## src/rtl/muldiv_pkg.sv

```systemverilog
// rtl/muldiv_pkg.sv - shared encodings and decode helpers for the AGEX M-extension controller
//
// Purpose : funct3 op encodings, controller state encoding, op-class decode
//           helpers and the signed-division overflow constant.
// Ports   : none (package).
package muldiv_pkg;

   localparam int MULDIV_DBITS = 32;

   // RISC-V funct3 encodings of the M extension
   localparam logic [2:0] OP_MUL    = 3'd0;
   localparam logic [2:0] OP_MULH   = 3'd1;
   localparam logic [2:0] OP_MULHSU = 3'd2;
   localparam logic [2:0] OP_MULHU  = 3'd3;
   localparam logic [2:0] OP_DIV    = 3'd4;
   localparam logic [2:0] OP_DIVU   = 3'd5;
   localparam logic [2:0] OP_REM    = 3'd6;
   localparam logic [2:0] OP_REMU   = 3'd7;

   // Most negative dividend; divided by -1 it is the one signed-overflow case
   localparam logic [MULDIV_DBITS-1:0] DIV_OVF = {1'b1, {(MULDIV_DBITS-1){1'b0}}};

   typedef enum logic [1:0] {
      ST_IDLE = 2'd0,
      ST_MUL  = 2'd1,
      ST_DIV  = 2'd2,
      ST_DONE = 2'd3
   } muldiv_state_e;

   function automatic logic is_div_class(input logic [2:0] op);
      return op[2];
   endfunction

   function automatic logic is_rem_op(input logic [2:0] op);
      return op[2] & op[1];
   endfunction

   // DIV and REM are signed, DIVU and REMU are not
   function automatic logic is_div_signed(input logic [2:0] op);
      return op[2] & ~op[0];
   endfunction

   // rs1 is signed for MULH and MULHSU; the low half of MUL is sign-agnostic
   function automatic logic mul_src1_signed(input logic [2:0] op);
      return (op == OP_MULH) | (op == OP_MULHSU);
   endfunction

   function automatic logic mul_src2_signed(input logic [2:0] op);
      return op == OP_MULH;
   endfunction

endpackage

```

## src/rtl/muldiv_div_iter.sv

```systemverilog
// rtl/muldiv_div_iter.sv - restoring divider datapath, one quotient bit per step
//
// Purpose : holds the partial remainder, the quotient shift register (which
//           initially carries the dividend) and the divisor; all unsigned.
// Ports   : clk_i, reset_i   clock, synchronous active-high reset
//           load_i           capture dividend_i/divisor_i, clear remainder
//           step_i           perform one shift/trial-subtract iteration
//           dividend_i       dividend magnitude
//           divisor_i        divisor magnitude
//           quo_o, rem_o     quotient / remainder magnitudes
module muldiv_div_iter #(
   parameter int DBITS = 32
) (
   input  logic             clk_i,
   input  logic             reset_i,
   input  logic             load_i,
   input  logic             step_i,
   input  logic [DBITS-1:0] dividend_i,
   input  logic [DBITS-1:0] divisor_i,
   output logic [DBITS-1:0] quo_o,
   output logic [DBITS-1:0] rem_o
);

   logic [DBITS-1:0] quo_q, quo_d;
   logic [DBITS-1:0] rem_q, rem_d;
   logic [DBITS-1:0] dvs_q, dvs_d;
   logic [DBITS:0]   rem_sh;
   logic [DBITS:0]   diff;

   always_comb begin
      quo_d  = quo_q;
      rem_d  = rem_q;
      dvs_d  = dvs_q;
      // Shift the next dividend bit (quotient MSB) into the remainder
      rem_sh = {rem_q, quo_q[DBITS-1]};
      // One extra bit so the borrow shows up in the MSB
      diff   = rem_sh - {1'b0, dvs_q};
      if (load_i) begin
         quo_d = dividend_i;
         rem_d = '0;
         dvs_d = divisor_i;
      end else if (step_i) begin
         if (!diff[DBITS]) begin
            rem_d = diff[DBITS-1:0];
            quo_d = {quo_q[DBITS-2:0], 1'b1};
         end else begin
            rem_d = rem_sh[DBITS-1:0];
            quo_d = {quo_q[DBITS-2:0], 1'b0};
         end
      end
   end

   always_ff @(posedge clk_i) begin
      if (reset_i) begin
         quo_q <= '0;
         rem_q <= '0;
         dvs_q <= '0;
      end else begin
         quo_q <= quo_d;
         rem_q <= rem_d;
         dvs_q <= dvs_d;
      end
   end

   assign quo_o = quo_q;
   assign rem_o = rem_q;

endmodule

```

## src/rtl/agex_muldiv_ctrl.sv

```systemverilog
// rtl/agex_muldiv_ctrl.sv - multi-cycle MUL/DIV/REM controller beside the AGEX stage
//
// Purpose : sequences one in-flight M-extension op, stalls DE/FE while busy,
//           returns a one-cycle done pulse with result and destination tag,
//           and abandons the op on a branch-redirect flush.
// Macro   : MULDIV_EARLY_OUT_EN - DIV-class ops with a zero divisor or
//           |src1| < |src2| skip the iterative divide and finish at T0+1.
// Ports   : clk, reset       clock, synchronous active-high reset
//           start, op        AGEX presents an M-op (funct3 in op)
//           src1, src2       rs1 / rs2 values, latched on accept
//           rd_in            destination tag, latched on accept
//           flush            branch redirect; kills the op, beats start
//           busy, stall      op in flight / DE-FE stall
//           done             one-cycle result-valid pulse
//           result, rd_out   result and tag; hold last value when done is 0
module agex_muldiv_ctrl
   import muldiv_pkg::*;
#(
   parameter int DBITS      = 32,
   parameter int MUL_CYCLES = 3
) (
   input  logic             clk,
   input  logic             reset,
   input  logic             start,
   input  logic [2:0]       op,
   input  logic [DBITS-1:0] src1,
   input  logic [DBITS-1:0] src2,
   input  logic [4:0]       rd_in,
   input  logic             flush,
   output logic             busy,
   output logic             stall,
   output logic             done,
   output logic [DBITS-1:0] result,
   output logic [4:0]       rd_out
);

   localparam int            CW       = $clog2(DBITS) + 1;
   // MUL state lasts MUL_CYCLES-1 cycles: counter runs from MUL_CYCLES-2 down to 0
   localparam logic [CW-1:0] MUL_LOAD = CW'((MUL_CYCLES > 1) ? MUL_CYCLES - 2 : 0);
   localparam logic [CW-1:0] DIV_LOAD = CW'(DBITS - 1);

   muldiv_state_e    state_q, state_d;
   logic [CW-1:0]    cnt_q, cnt_d;
   logic             early_q, early_d;
   logic [2:0]       op_q;
   logic [DBITS-1:0] a_q, b_q;
   logic [4:0]       rd_q;
   logic [DBITS-1:0] result_q;
   logic [4:0]       rd_out_q;

   logic             accept;
   logic             early_hit;
   logic             div_step;
   logic [DBITS-1:0] mag1, mag2;
   logic [DBITS-1:0] quo_mag, rem_mag;

   logic [2*DBITS-1:0] mul_a, mul_b, prod;
   logic [DBITS-1:0]   mul_res;
   logic [DBITS-1:0]   quo, rem, div_res, res_now;
   logic               neg_q, neg_r;

   assign accept = (state_q == ST_IDLE) & start & ~flush;

   // Operand magnitudes for the unsigned divider; the most negative value
   // negates to itself, which is its correct unsigned magnitude.
   always_comb begin
      mag1 = src1;
      mag2 = src2;
      if (is_div_signed(op) && src1[DBITS-1]) mag1 = -src1;
      if (is_div_signed(op) && src2[DBITS-1]) mag2 = -src2;
   end

`ifdef MULDIV_EARLY_OUT_EN
   assign early_hit = (src2 == '0) | (mag1 < mag2);
`else
   assign early_hit = 1'b0;
`endif

   always_comb begin
      state_d  = state_q;
      cnt_d    = cnt_q;
      early_d  = early_q;
      div_step = 1'b0;
      unique case (state_q)
         ST_IDLE: begin
            if (accept) begin
               early_d = 1'b0;
               if (is_div_class(op)) begin
                  if (early_hit) begin
                     state_d = ST_DONE;
                     early_d = 1'b1;
                  end else begin
                     state_d = ST_DIV;
                     cnt_d   = DIV_LOAD;
                  end
               end else if (MUL_CYCLES > 1) begin
                  state_d = ST_MUL;
                  cnt_d   = MUL_LOAD;
               end else begin
                  state_d = ST_DONE;
               end
            end
         end
         ST_MUL: begin
            if (flush) begin
               state_d = ST_IDLE;
               cnt_d   = '0;
            end else if (cnt_q == '0) begin
               state_d = ST_DONE;
            end else begin
               cnt_d = cnt_q - 1'b1;
            end
         end
         ST_DIV: begin
            if (flush) begin
               state_d = ST_IDLE;
               cnt_d   = '0;
            end else begin
               div_step = 1'b1;
               if (cnt_q == '0) state_d = ST_DONE;
               else             cnt_d   = cnt_q - 1'b1;
            end
         end
         ST_DONE: begin
            state_d = ST_IDLE;
            cnt_d   = '0;
         end
         default: begin
            state_d = ST_IDLE;
            cnt_d   = '0;
         end
      endcase
   end

   muldiv_div_iter #(.DBITS(DBITS)) u_div_iter (
      .clk_i      (clk),
      .reset_i    (reset),
      .load_i     (accept),
      .step_i     (div_step),
      .dividend_i (mag1),
      .divisor_i  (mag2),
      .quo_o      (quo_mag),
      .rem_o      (rem_mag)
   );

   // The product is formed from latched operands; MUL_CYCLES is the
   // multicycle budget the multiplier is given before DONE samples it.
   always_comb begin
      mul_a   = {{DBITS{mul_src1_signed(op_q) & a_q[DBITS-1]}}, a_q};
      mul_b   = {{DBITS{mul_src2_signed(op_q) & b_q[DBITS-1]}}, b_q};
      prod    = mul_a * mul_b;
      mul_res = (op_q == OP_MUL) ? prod[DBITS-1:0] : prod[2*DBITS-1:DBITS];
   end

   // Sign fixup; divide-by-zero and early-out bypass the magnitude result.
   always_comb begin
      neg_q = is_div_signed(op_q) & (a_q[DBITS-1] ^ b_q[DBITS-1]);
      neg_r = is_div_signed(op_q) & a_q[DBITS-1];
      if (b_q == '0) begin
         quo = '1;
         rem = a_q;
      end else if (early_q) begin
         quo = '0;
         rem = a_q;
      end else begin
         quo = neg_q ? -quo_mag : quo_mag;
         rem = neg_r ? -rem_mag : rem_mag;
      end
      div_res = is_rem_op(op_q) ? rem : quo;
      res_now = is_div_class(op_q) ? div_res : mul_res;
   end

   always_ff @(posedge clk) begin
      if (reset) begin
         state_q  <= ST_IDLE;
         cnt_q    <= '0;
         early_q  <= 1'b0;
         op_q     <= '0;
         a_q      <= '0;
         b_q      <= '0;
         rd_q     <= '0;
         result_q <= '0;
         rd_out_q <= '0;
      end else begin
         state_q <= state_d;
         cnt_q   <= cnt_d;
         early_q <= early_d;
         if (accept) begin
            op_q <= op;
            a_q  <= src1;
            b_q  <= src2;
            rd_q <= rd_in;
         end
         if (done) begin
            result_q <= res_now;
            rd_out_q <= rd_q;
         end
      end
   end

   assign busy   = (state_q != ST_IDLE);
   assign stall  = busy | (start & ~flush);
   assign done   = (state_q == ST_DONE) & ~flush;
   assign result = done ? res_now : result_q;
   assign rd_out = done ? rd_q : rd_out_q;

endmodule

```

## config.mk

```make
export PLATFORM = sky130hd
export DESIGN_NAME = agex_muldiv_ctrl
export DESIGN_NICKNAME = d
export VERILOG_FILES = /design/src/rtl/muldiv_pkg.sv /design/src/rtl/muldiv_div_iter.sv /design/src/rtl/agex_muldiv_ctrl.sv
export SDC_FILE = /design/constraint.sdc
export NUM_CORES = 2
export LEC_CHECK = 0
export CAP_MARGIN = 30
export CORE_MARGIN = 5
export CORE_UTILIZATION = 35
export DETAILED_ROUTE_END_ITERATION = 10
export PLACE_DENSITY = 0.54
export REMOVE_ABC_BUFFERS = 1
export SLEW_MARGIN = 10
export SYNTH_ARGS = -nofsm -noshare
export SYNTH_HDL_FRONTEND = slang
export SYNTH_SLANG_ARGS = --single-unit
```

## constraint.sdc

```tcl
create_clock -name clk -period 12.65 [get_ports clk]
set_clock_uncertainty 0.2 [all_clocks]
set_input_delay 1.265 -clock clk [delete_from_list [all_inputs] [get_ports clk]]
set_output_delay 1.265 -clock clk [all_outputs]
set_load 0.02 [all_outputs]
```

==> reports/qor.tcl <==
set qor(ir_worst_vdd_v) 0.000148
set qor(worstRegToRegCells) 26
set qor(hold_viol_final) 0
set qor(grt.busiest_layer) {met2}
set qor(antenna_violating_nets_post_route) 0
set qor(tcrit_tclk_final) 0.941
set qor(post_cts_hold_buffer_count) 0
set qor(static-leakage-power_nw) 25.3
set qor(slew_headroom) 0.273
set qor(worst_ep_required_time_ns) 11.18
set qor(detail_route.iter0.violations) 3503
set qor(cts.root.buffer_cell) {clkbuf_16}
set qor(die_area_mm2) 0.159
set qor(synthTopCellsByCount) {1246 x inv_1, 1126 x fa_1, 1085 x nand2_1}
set qor(synthFlopType) {dfxtp_1}
set qor(fillerInstances) 15428
set qor(fin_crit_ns) 11.90
set qor(tritoncts) {built}
set qor(timing.critical_path.to_type) {output port}
set qor(finalSetupViolations) 0
set qor(yosys.area.top_type_share) 0.427
set qor(h-tree-depth) 1
set qor(final_nets) 7577
set qor(cap_violations) 0
set qor(worst_hold_path.num_cells) 2
set qor(io-pin-count) 116
set qor(grt_pass1_wl_mm) 276
set qor(finish.instance_area_mm2) 0.0569
set qor(ys_top_cells_by_area) {fa_1 43%, inv_1 8.9%, dfxtp_1 8.0%}
set qor(vias_per_cell) 5.22
set qor(timing.critical_path.slowest_cell_delay_ns) 0.83
set qor(max_slew_violation_count) 0
set qor(setup_repair_after_global_routing_missed_its_margin) {no}
set qor(grt_pass1_vias) 44238
set qor(clk_pin_slew_ns) 0.06
set qor(run_status) {completed}
set qor(max-clock-path-buffers) 3
set qor(syn_area_per_cell_um2) 8.43
set qor(start_util) 0.352
set qor(dieWidth_um) 398
set qor(overflow) 0
set qor(dp_hpwl_mm) 143
set qor(place.port_buffers) 115
set qor(worstSetupStartpointType) {register}
set qor(antenna_found_initial) 14
set qor(globalplace.congestion) 0.931
set qor(synth_edf_count) 0
set qor(synth_seq_cells) 212
set qor(grt_max_degree) 96
set qor(drive_gt1_frac) 0.0433
set qor(cpMostUsedCell) {fa_1}
set qor(first_pass_iters) 6
set qor(synthesis.area_mm2) 0.0527
set qor(yosys.cell_types.count) 102
set qor(vertical_die_dimension_um) 398
set qor(crit_path_max_fanout) 16
set qor(total_length_of_routed_wires_mm) 179
set qor(yosys_warnings) 0
set qor(tightestPinTransition_ns) 1.09
set qor(criticalPathCategory) {reg2out}
set qor(grtUsageMet1) 0.309
set qor(drc_errors) 0
set qor(netlist_instances) 6259
set qor(groute.usage.overall) 0.227
set qor(dr_total_vias) 42584
set qor(grtUsageMet3) 0.0365
set qor(yosysSeqAreaShare) 0.0805
set qor(worst-endpoint-arrival_ns) 10.44
set qor(wire_per_inst_um) 22.0
set qor(max_clock_freq_mhz) 84.0
set qor(totalNegativeSetupSlack_ns) 0
set qor(pwr_density_cell_mw_per_mm2) 78.4
set qor(cts.sink_count) 212
set qor(synth_area_leader_cell) {fa_1}
set qor(hold_path.class) {reg2reg}
set qor(total_clock_buffers_created_by_cts) 27
set qor(cts_repair_resize_count) 0
set qor(layout_setup_ws_ns) 0.749
set qor(postPlaceCellArea_mm2) 0.0560
set qor(cts_post_setup_buffers_inserted) 0
set qor(postSynth.asyncResetShare) 0
set qor(slowest_stage) {fa_1}
set qor(grtUsageMet2) 0.379
set qor(rows) 142
set qor(syn_to_final_growth_pct) 7.92
set qor(synthMostInstantiatedCell) {inv_1}
set qor(core-area_mm2) 0.150
set qor(dp_worst_setup_slack_ns) 1.10
set qor(clk_latency_ns) 0.56
-- per-stage QoR --
step                      hold WS, ns  power [mW]  utilization  std cells
final                           0.255        4.46        0.380       8162
after floorplan                 0.231        2.60            -       5844
after global routing            0.277        4.75        0.380       8155
after global placement          0.243        3.60        0.373       8099
after CTS                       0.257        4.45        0.380       8154
after detailed placement        0.248        3.62        0.374       8106
-- critical path: cells and delay by family (launching register included) --
family | cells | cell delay (ns)
multiplexers | 1 | 0.25
XOR/XNOR | 1 | 0.18
buffers and inverters | 6 | 1.46
AND/OR/NAND/NOR | 6 | 1.28
flip-flops | 1 | 0.50
AO/OA/AOI/OAI | 4 | 0.95
adder cells (fa/ha/maj) | 9 | 5.21
-- state kept, by name, summed over array words and instances, names as in the netlist --
name	flops
a_q	32
op_q	3
result_q	32
u_div_iter.rem_o	32
b_q	32
rd_out_q	5
u_div_iter.dvs_q	31
u_div_iter.quo_o	32
rd_q	5
cnt_q	6
state_q	2
-- area by class of cell --
class,count,area [um^2],area share
clock buffer,37,763,0.0134
multi-input combinational,4383,42200,0.742
sequential,212,4260,0.0749
inverter,1249,4690,0.0824
timing repair buffer,247,2260,0.0397
antenna,7,17.5,0.000308
tap,2016,2520,0.0443
clock inverter,11,155,0.00273
-- logic make-up (layout without fill, tap and decap cells) --
kind of cell | count (synthesis) | in the layout | share of synthesized area
AO/OA/AOI/OAI | 800 | 800 | 0.100
buffers and inverters | 1664 | 1544 | 0.119
other | 0 | 7 | 0
AND/OR/NAND/NOR | 1970 | 1970 | 0.172
multiplexers | 38 | 38 | 0.00724
flip-flops | 212 | 212 | 0.0805
adder cells (fa/ha/maj) | 1381 | 1381 | 0.488
XOR/XNOR | 194 | 194 | 0.0324
-- power by group --
part / total [mW] / internal, mW / switching, mW
sequential: 0.950 / 0.761 / 0.189
clock: 0.818 / 0.499 / 0.319
combinational: 2.70 / 0.941 / 1.75
-- cells in the final DEF (no fill, tap or decap), types with 25 or more instances in the layout --
cell type	instances
a211oi_1	52
a21o_1	43
a21oi_1	259
a311oi_1	42
a31oi_1	37
and2_1	330
and3_1	25
buf_4	122
clkbuf_16	27
clkdlybuf4s50_1	113
dfxtp_1	199
fa_1	1126
ha_1	255
inv_1	1246
mux2i_1	37
nand2_1	1085
nand3_1	46
nor2_1	249
nor3_1	53
nor4_1	28
o21ai_0	139
o31ai_1	27
xnor2_1	124
xor2_1	69
-- metal layers --
metal / part of all wire / wire [um]
met1: 0.42 / 75600
met3: 0.072 / 13000
met5: 0.00013 / 23
met4: 0.032 / 5780
met2: 0.47 / 84900
-- path summary, 6_finish.rpt --
kind / startpoint / to / slack [ns]
max: op_q[0]$_SDFFE_PP0P_ / result[31] / 0.75
min: rd_q[1]$_SDFFE_PP0P_ / rd_q[1]$_SDFFE_PP0P_ / 0.26
max reg2reg: op_q[0]$_SDFFE_PP0P_ / result_q[31]$_SDFF_PP0_ / 3.07
min reg2reg: rd_q[1]$_SDFFE_PP0P_ / rd_q[1]$_SDFFE_PP0P_ / 0.26
No activity file was read; power rests on OpenSTA's default activity.
